File: src/rtl/brq_iccm_loader_if.sv
// Byte-stream and ICCM write-port bundle for brq_iccm_loader.
// The master side is the loader: it consumes stream bytes and drives the ICCM write port.
interface brq_iccm_loader_if #(
    parameter int DataWidth = 32,
    parameter int AddrWidth = 15
);
    logic                 rx_valid;
    logic [7:0]           rx_data;
    logic                 rx_ready;
    logic                 iccm_write;
    logic [AddrWidth-1:0] iccm_address;
    logic [DataWidth-1:0] iccm_data;

    modport master (
        input  rx_valid,
        input  rx_data,
        output rx_ready,
        output iccm_write,
        output iccm_address,
        output iccm_data
    );

    modport slave (
        output rx_valid,
        output rx_data,
        input  rx_ready,
        input  iccm_write,
        input  iccm_address,
        input  iccm_data
    );
endinterface

File: src/rtl/brq_iccm_loader.sv
// Boot loader: packs a length-prefixed little-endian byte stream into ICCM words and holds
// the core in reset until the image is in. Define BRQ_LOADER_CHECKSUM_EN for a trailing XOR byte.
module brq_iccm_loader #(
    parameter int DataWidth = 32,
    parameter int AddrWidth = 15,
    parameter int BaseAddr  = 0
) (
    input  logic                 brq_clk,
    input  logic                 brq_rst,
    input  logic                 start,
    brq_iccm_loader_if.master    bus,
    output logic                 core_hold,
    output logic                 busy,
    output logic                 done,
    output logic                 load_error,
    output logic [AddrWidth:0]   words_loaded
);
    // Largest word count that still fits between BaseAddr and the top of the ICCM.
    localparam logic [32:0] MaxWords = (33'd1 << AddrWidth) - 33'(BaseAddr);

    typedef enum logic [2:0] {
        IDLE,
        LEN,
        DATA,
        WRITE,
        CHECK,
        DONE,
        ERROR
    } state_t;

    state_t             state;
    state_t             state_next;
    logic [1:0]         byte_cnt;
    logic [23:0]        shift;
    logic [AddrWidth:0] n_words;
    logic [31:0]        rx_word;
    logic               beat;
    logic               word_last_byte;
    logic               len_zero;
    logic               len_overflow;
    logic               last_word;
`ifdef BRQ_LOADER_CHECKSUM_EN
    logic [7:0]         chk;
`endif

    assign beat           = bus.rx_valid && bus.rx_ready;
    assign word_last_byte = beat && (byte_cnt == 2'd3);
    // Earlier bytes sit in shift; the byte on the bus completes the little-endian word.
    assign rx_word        = {bus.rx_data, shift};
    assign len_zero       = (rx_word == 32'd0);
    assign len_overflow   = ({1'b0, rx_word} > MaxWords);
    assign last_word      = ((words_loaded + (AddrWidth+1)'(1)) == n_words);

    always_ff @(posedge brq_clk or negedge brq_rst) begin
        if (!brq_rst) begin
            state <= IDLE;
        end else begin
            state <= state_next;
        end
    end

    always_comb begin
        state_next     = state;
        bus.rx_ready   = 1'b0;
        bus.iccm_write = 1'b0;
        busy           = 1'b0;
        done           = 1'b0;
        load_error     = 1'b0;
        core_hold      = 1'b1;
        case (state)
            IDLE: begin
                if (start) state_next = LEN;
            end
            LEN: begin
                bus.rx_ready = 1'b1;
                busy         = 1'b1;
                if (word_last_byte) begin
                    if (len_zero) begin
`ifdef BRQ_LOADER_CHECKSUM_EN
                        state_next = CHECK;
`else
                        state_next = DONE;
`endif
                    end else if (len_overflow) begin
                        state_next = ERROR;
                    end else begin
                        state_next = DATA;
                    end
                end
            end
            DATA: begin
                bus.rx_ready = 1'b1;
                busy         = 1'b1;
                if (word_last_byte) state_next = WRITE;
            end
            WRITE: begin
                bus.iccm_write = 1'b1;
                busy           = 1'b1;
                if (last_word) begin
`ifdef BRQ_LOADER_CHECKSUM_EN
                    state_next = CHECK;
`else
                    state_next = DONE;
`endif
                end else begin
                    state_next = DATA;
                end
            end
`ifdef BRQ_LOADER_CHECKSUM_EN
            CHECK: begin
                bus.rx_ready = 1'b1;
                busy         = 1'b1;
                if (beat) state_next = (bus.rx_data == chk) ? DONE : ERROR;
            end
`endif
            DONE: begin
                done      = 1'b1;
                core_hold = 1'b0;
                if (start) state_next = LEN;
            end
            ERROR: begin
                load_error = 1'b1;
                if (start) state_next = LEN;
            end
            default: state_next = IDLE;
        endcase
    end

    always_ff @(posedge brq_clk or negedge brq_rst) begin
        if (!brq_rst) begin
            byte_cnt         <= 2'd0;
            shift            <= 24'd0;
            n_words          <= '0;
            words_loaded     <= '0;
            bus.iccm_address <= '0;
            bus.iccm_data    <= '0;
`ifdef BRQ_LOADER_CHECKSUM_EN
            chk              <= 8'd0;
`endif
        end else begin
            case (state)
                IDLE, DONE, ERROR: begin
                    if (start) begin
                        byte_cnt     <= 2'd0;
                        words_loaded <= '0;
`ifdef BRQ_LOADER_CHECKSUM_EN
                        chk          <= 8'd0;
`endif
                    end
                end
                LEN, DATA: begin
                    if (beat) begin
                        byte_cnt <= byte_cnt + 2'd1;
                        shift    <= rx_word[31:8];
`ifdef BRQ_LOADER_CHECKSUM_EN
                        chk      <= chk ^ bus.rx_data;
`endif
                        if (byte_cnt == 2'd3) begin
                            if (state == LEN) begin
                                n_words <= rx_word[AddrWidth:0];
                            end else begin
                                bus.iccm_data    <= rx_word;
                                bus.iccm_address <= AddrWidth'(BaseAddr) + words_loaded[AddrWidth-1:0];
                            end
                        end
                    end
                end
                WRITE: begin
                    words_loaded <= words_loaded + (AddrWidth+1)'(1);
                    byte_cnt     <= 2'd0;
                end
                default: ;
            endcase
        end
    end
endmodule

File: src/flat_wrapper.sv
// flat-port wrapper written by rule: the top's interface ports become plain ports
module brq_iccm_loader_flat 
#(
    parameter int DataWidth = 32,
    parameter int AddrWidth = 15,
    parameter int BaseAddr  = 0
)
  (brq_clk, brq_rst, start, core_hold, busy, done, load_error, words_loaded, bus_rx_valid, bus_rx_data, bus_rx_ready, bus_iccm_write, bus_iccm_address, bus_iccm_data);
  brq_iccm_loader_if #(.DataWidth(DataWidth), .AddrWidth(AddrWidth)) bus_i ();
  input  logic brq_clk;
  input  logic brq_rst;
  input  logic start;
  output logic core_hold;
  output logic busy;
  output logic done;
  output logic load_error;
  output logic [AddrWidth:0] words_loaded;
  input wire logic [$bits(bus_i.rx_valid)-1:0] bus_rx_valid;
  input wire logic [$bits(bus_i.rx_data)-1:0] bus_rx_data;
  output wire logic [$bits(bus_i.rx_ready)-1:0] bus_rx_ready;
  output wire logic [$bits(bus_i.iccm_write)-1:0] bus_iccm_write;
  output wire logic [$bits(bus_i.iccm_address)-1:0] bus_iccm_address;
  output wire logic [$bits(bus_i.iccm_data)-1:0] bus_iccm_data;
  assign bus_i.rx_valid = bus_rx_valid;
  assign bus_i.rx_data = bus_rx_data;
  assign bus_rx_ready = bus_i.rx_ready;
  assign bus_iccm_write = bus_i.iccm_write;
  assign bus_iccm_address = bus_i.iccm_address;
  assign bus_iccm_data = bus_i.iccm_data;
  brq_iccm_loader #(.DataWidth(DataWidth), .AddrWidth(AddrWidth), .BaseAddr(BaseAddr)) u_core (.brq_clk(brq_clk), .brq_rst(brq_rst), .start(start), .bus(bus_i), .core_hold(core_hold), .busy(busy), .done(done), .load_error(load_error), .words_loaded(words_loaded));
endmodule
File: config.mk
export PLATFORM = sky130hd
export DESIGN_NAME = brq_iccm_loader_flat
export DESIGN_NICKNAME = d
export VERILOG_FILES = /design/src/rtl/brq_iccm_loader_if.sv /design/src/rtl/brq_iccm_loader.sv /design/src/flat_wrapper.sv
export SDC_FILE = /design/constraint.sdc
export NUM_CORES = 1
export LEC_CHECK = 0
export ABC_CLOCK_PERIOD_IN_PS = 2600
export BUFFER_PORTS_ARGS = -buffer_cell sky130_fd_sc_hd__buf_2
export CAP_MARGIN = 20
export CORE_UTILIZATION = 51
export CTS_CLUSTER_SIZE = 20
export DETAILED_ROUTE_END_ITERATION = 6
export HOLD_SLACK_MARGIN = 0.08
export PLACE_DENSITY = 0.79
export SKIP_LAST_GASP = 1
export SYNTH_ARGS = -nofsm -noshare
export SYNTH_HDL_FRONTEND = slang
export SYNTH_SLANG_ARGS = --single-unit
File: constraint.sdc
create_clock -name brq_clk -period 2.6 [get_ports brq_clk]
set_input_delay 0.26 -clock brq_clk [delete_from_list [all_inputs] [get_ports brq_clk]]
set_output_delay 0.26 -clock brq_clk [all_outputs]
set_load 0.02 [all_outputs]
==> metrics.log <==
INFO  metric fp-row-count = 36
INFO  metric worst_ir_drop_vdd = 636.5 uV
INFO  metric diodes = 0
INFO  metric fin_skew = 0.01314 ns
INFO  metric pin_count_of_the_biggest_net_entering_global_routing = 46
INFO  metric main_combinational_cell_family_by_area_after_synthesis = multiplexers
INFO  metric finalWorstSetupSlack = ~0.024 ns
INFO  metric setup.worst_path.end = u_core.state[1]
INFO  metric synth_top_area_cell = dfrtp_1
INFO  metric synth_sequential_area_ratio = 0.5327
INFO  metric worst_setup_path_startpoint = u_core.words_loaded[5]
INFO  metric worst_setup_path_start_kind = flop
INFO  metric dpl_worst_slack = about 0.15 ns
INFO  metric p_sw = between 2 and 3 mW
INFO  metric slew_violations = 0
INFO  metric grt_pass1_wl = between 15 and 20 mm
INFO  metric synth-edff-count = 0
INFO  metric hold_class = in2reg
INFO  metric die-width = between 100 and 150 um
INFO  metric via_count_of_the_routed_design = around 3700
INFO  metric drc = 0
INFO  metric syn_avg_cell_area = roughly 12 um^2
INFO  metric syn2layout_area_growth = 16.72%
INFO  metric peak_clock_frequency_supported_by_timing = roughly 390 MHz
INFO  metric portion_of_synthesized_cell_area_occupied_by_the_leading_cell_type = 0.5327
INFO  metric fraction_of_final_layout_cells_sized_beyond_drive_strength_1 = 0.4356
INFO  metric avgViaCountPerCell = ~5.8
INFO  metric fin_crit = 2.576 ns
INFO  metric net_switching_fraction_of_the_power = 0.3963
INFO  metric async_flop_share = 1.000
INFO  metric final.setup.tns = 0 ns
INFO  metric seqCellArea = between 2000 and 3000 um^2
INFO  metric timing.reg2reg.worst_path_depth = 6
INFO  metric fin_crit_sh = 0.9908
INFO  metric power.combinational.fraction = 0.398
INFO  metric die_footprint = slightly above 10000 um^2
INFO  metric synthTopCellsByArea = dfrtp_1, mux2_2, xnor2_1
INFO  metric max_cap_viol_count = 0
INFO  metric synthXorXnorAreaFrac = 0.03453
INFO  metric postSynthCellCount = just over 400
INFO  metric power_density = between 1000 and 1500 nW/um^2
INFO  metric first_global_vias = between 3000 and 4000
INFO  metric multi_input_comb_area = about 2200 um^2
INFO  metric worstSetupPathType = reg2reg
INFO  metric cp.required = 2.87 ns
INFO  metric end_kind = flop
INFO  metric synth.ff_latch_count = approximately 110
INFO  metric detailedPlacementHpwl = 7.689 mm
INFO  metric height_of_the_die = a little over 100 um
INFO  metric io_pins = 81
INFO  metric cp_data_arrival_time = about 2.9 ns
INFO  metric gp_weighted_congestion = around 0.88
INFO  metric pwr-share-seq = 0.446
INFO  metric power_frac_clock = 0.156
INFO  metric worst_r2r_endpoint = u_core.state[1]
INFO  metric initial_antenna_violation_count = 0
INFO  metric drtIter0Drc = ~170
INFO  metric worstPathCellList = nand3_1 -> o31a_1 -> nor4b_1 -> a311oi_1 -> or4_4 -> a21bo_1
INFO  metric hold_viol_final = 0
INFO  metric total_leakage_power = between 2 and 3 nW
INFO  metric cp_slowest_cell = or4_4
INFO  metric initial_core_util = 0.5215
INFO  metric finalSetupViolCount = 0
INFO  metric synth.yosys.warnings = 0
INFO  metric worstSetupPathDepth = 6
INFO  metric global_route.overflow_total = 0
INFO  metric synth.mux.area_fraction = 0.1953
INFO  metric timing.critical_path.fanout_max = 11
INFO  metric synth_ff_type = dfrtp_1
INFO  metric worst_path_dominant_cell_family = simple AND/OR/NAND/NOR gates
INFO  metric number_of_nets_in_the_final_layout = ~510
INFO  metric cts.clk_slew.worst_paths = around 0.12 ns
INFO  metric worst_r2r_startpoint = u_core.words_loaded[5]
INFO  metric timing.reg2reg.setup_slack = around 0.024 ns
INFO  metric htree_num_levels = 3
INFO  metric fin_hold_ws = 0.1364 ns
INFO  metric port_buffers = 80
INFO  metric gr-usage-all-layers = 0.2257
INFO  metric filler_cell_count = roughly 810
INFO  metric total_routed_length = about 11 mm
INFO  metric power_report.internal_total = between 3 and 4 mW
INFO  metric worst_slew_margin_rel = 0.6209
INFO  metric grt_setup_unrepaired = false
INFO  metric cts-root-to-sink-buffers = 2
INFO  metric buffer_and_inverter_count_on_the_worst_path = 0
INFO  metric clkLatencyLatePin = around 0.38 ns
INFO  metric synth_fa_ha_area_frac = 0.004932
INFO  metric post_synth_and_or_nand_nor_area_fraction = 0.1186
INFO  metric cts_sinks = ~110
INFO  metric cts-buffers-inserted = 9
INFO  metric core_region_area = a little under 10000 um^2
INFO  metric max_slew.worst_pin.slew = around 0.57 ns
INFO  metric cts-root-buf = clkbuf_8
INFO  metric drt-pass1-iter-count = 5
INFO  metric route.detailed.wl_per_inst = 17.10 um
INFO  metric drtAntennaViolNets = 0
INFO  metric synth_compound_gate_area_share = 0.08508
INFO  metric slowest_delay = around 0.6 ns
INFO  metric yosys.cell_types.count = 56
INFO  metric synth.cell_area = 5074 um^2
INFO  metric tritoncts = done
INFO  metric net_count_of_the_mapped_netlist = between 400 and 500
INFO  metric outcome = complete, no violations
-- cells in the mapped netlist (all sizes together) (4+ instances only) --
| cell | number |
|---|---|
| or3 | 4 |
| o41ai | 6 |
| nand2 | 17 |
| xnor2 | 14 |
| dfrtp | 108 |
| xor2 | 6 |
| a31oi | 4 |
| buf | 12 |
| nand3 | 9 |
| nand4 | 8 |
| nor2b | 4 |
| o31ai | 4 |
| and4 | 5 |
| nor2 | 17 |
| clkbuf | 16 |
| mux2 | 88 |
| nor4 | 11 |
| o21ai | 24 |
| a21oi | 9 |
-- layout make-up --
class,instances,area share
sequential,108,0.4564
multi-input combinational,274,0.3786
timing repair buffer,103,0.1018
tap,133,0.02810
clock buffer,9,0.02092
clock inverter,7,0.01162
inverter,4,0.002535
-- flip-flops by register name, indices dropped and copies added (netlist names) --
register                 cells
u_core.bus.iccm_address     15
u_core.n_words              16
u_core.byte_cnt              2
u_core.bus.iccm_data        32
u_core.state                 3
u_core.words_loaded         16
u_core.shift                24
-- layer usage --
layer,global-route usage,vias up,routed length [um]
met1,0.3090,1827,4776
met5,0,-,0
met2,0.3628,151,5219
li1,-,1689,-
met3,0.03382,23,660
met4,0.08919,0,254
-- power by group through the flow --
stage	Combinational (mW)	Sequential (mW)	Clock, mW
6_report	2.55	2.86	1.00
4_1_cts	2.56	2.86	1.03
5_1_grt	2.76	2.96	1.09
3_3_place_gp	2.46	2.85	0
3_5_place_dp	2.54	2.89	0
2_1_floorplan	1.48	3.07	0
-- stage by stage --
stage	power [mW]	cell area (um^2)	instances	utilization
floorplan	4.557	5074	414	-
global placement	5.311	5705	620	0.5864
detailed placement	5.438	5705	620	0.5864
CTS	6.449	5908	637	0.6073
global route	6.811	5922	638	0.6087
finish	6.415	5922	638	0.6087
-- worst min-delay path by stage --
| stage | startpoint | endpoint | slack, ns | depth (start not counted) |
|---|---|---|---|---|
| 6_report | bus_rx_data[5] | u_core.bus.iccm_data[29] | 0.14 | 2 |
| 3_5_place_dp | brq_rst | u_core.bus.iccm_address[12] | 0.24 | 1 |
| 5_1_grt | bus_rx_data[5] | u_core.shift[21] | 0.14 | 2 |
| 2_1_floorplan | brq_rst | u_core.bus.iccm_address[0] | -0.04 | 0 |
| 3_3_place_gp | brq_rst | u_core.bus.iccm_address[12] | 0.23 | 1 |
| 4_1_cts | bus_rx_data[5] | u_core.bus.iccm_data[29] | 0.13 | 2 |
-- kinds of logic (layout without fill, tap and decap cells) --
group | Yosys count | count (layout)
mux | 88 | 88
xor+xnor | 20 | 20
compound gates | 66 | 66
flops | 108 | 108
buf+inv | 32 | 123
simple gates | 98 | 98
fa+ha+maj | 2 | 2
-- cells in the final DEF (no fill, tap or decap), types with 9 or more instances in the layout --
master	Yosys	final
buf_2	9	79
dfrtp_1	108	108
xnor2_1	14	14
nor2_1	17	17
o21ai_0	23	23
nand2_1	16	16
mux2_2	88	88
nand3_1	9	9
clkbuf_8	0	9
buf_4	2	21
a21oi_1	9	9
-- what timing repair did --
action / 4_1_cts / 5_1_grt
hold buffers: 1 / 0
setup buffers: 0 / 0
endpoints found under the setup margin: 0 / 2
gates resized for setup: 0 / 1
endpoints found under the hold margin: 33 / 0
No activity file was read; power rests on OpenSTA's default activity.
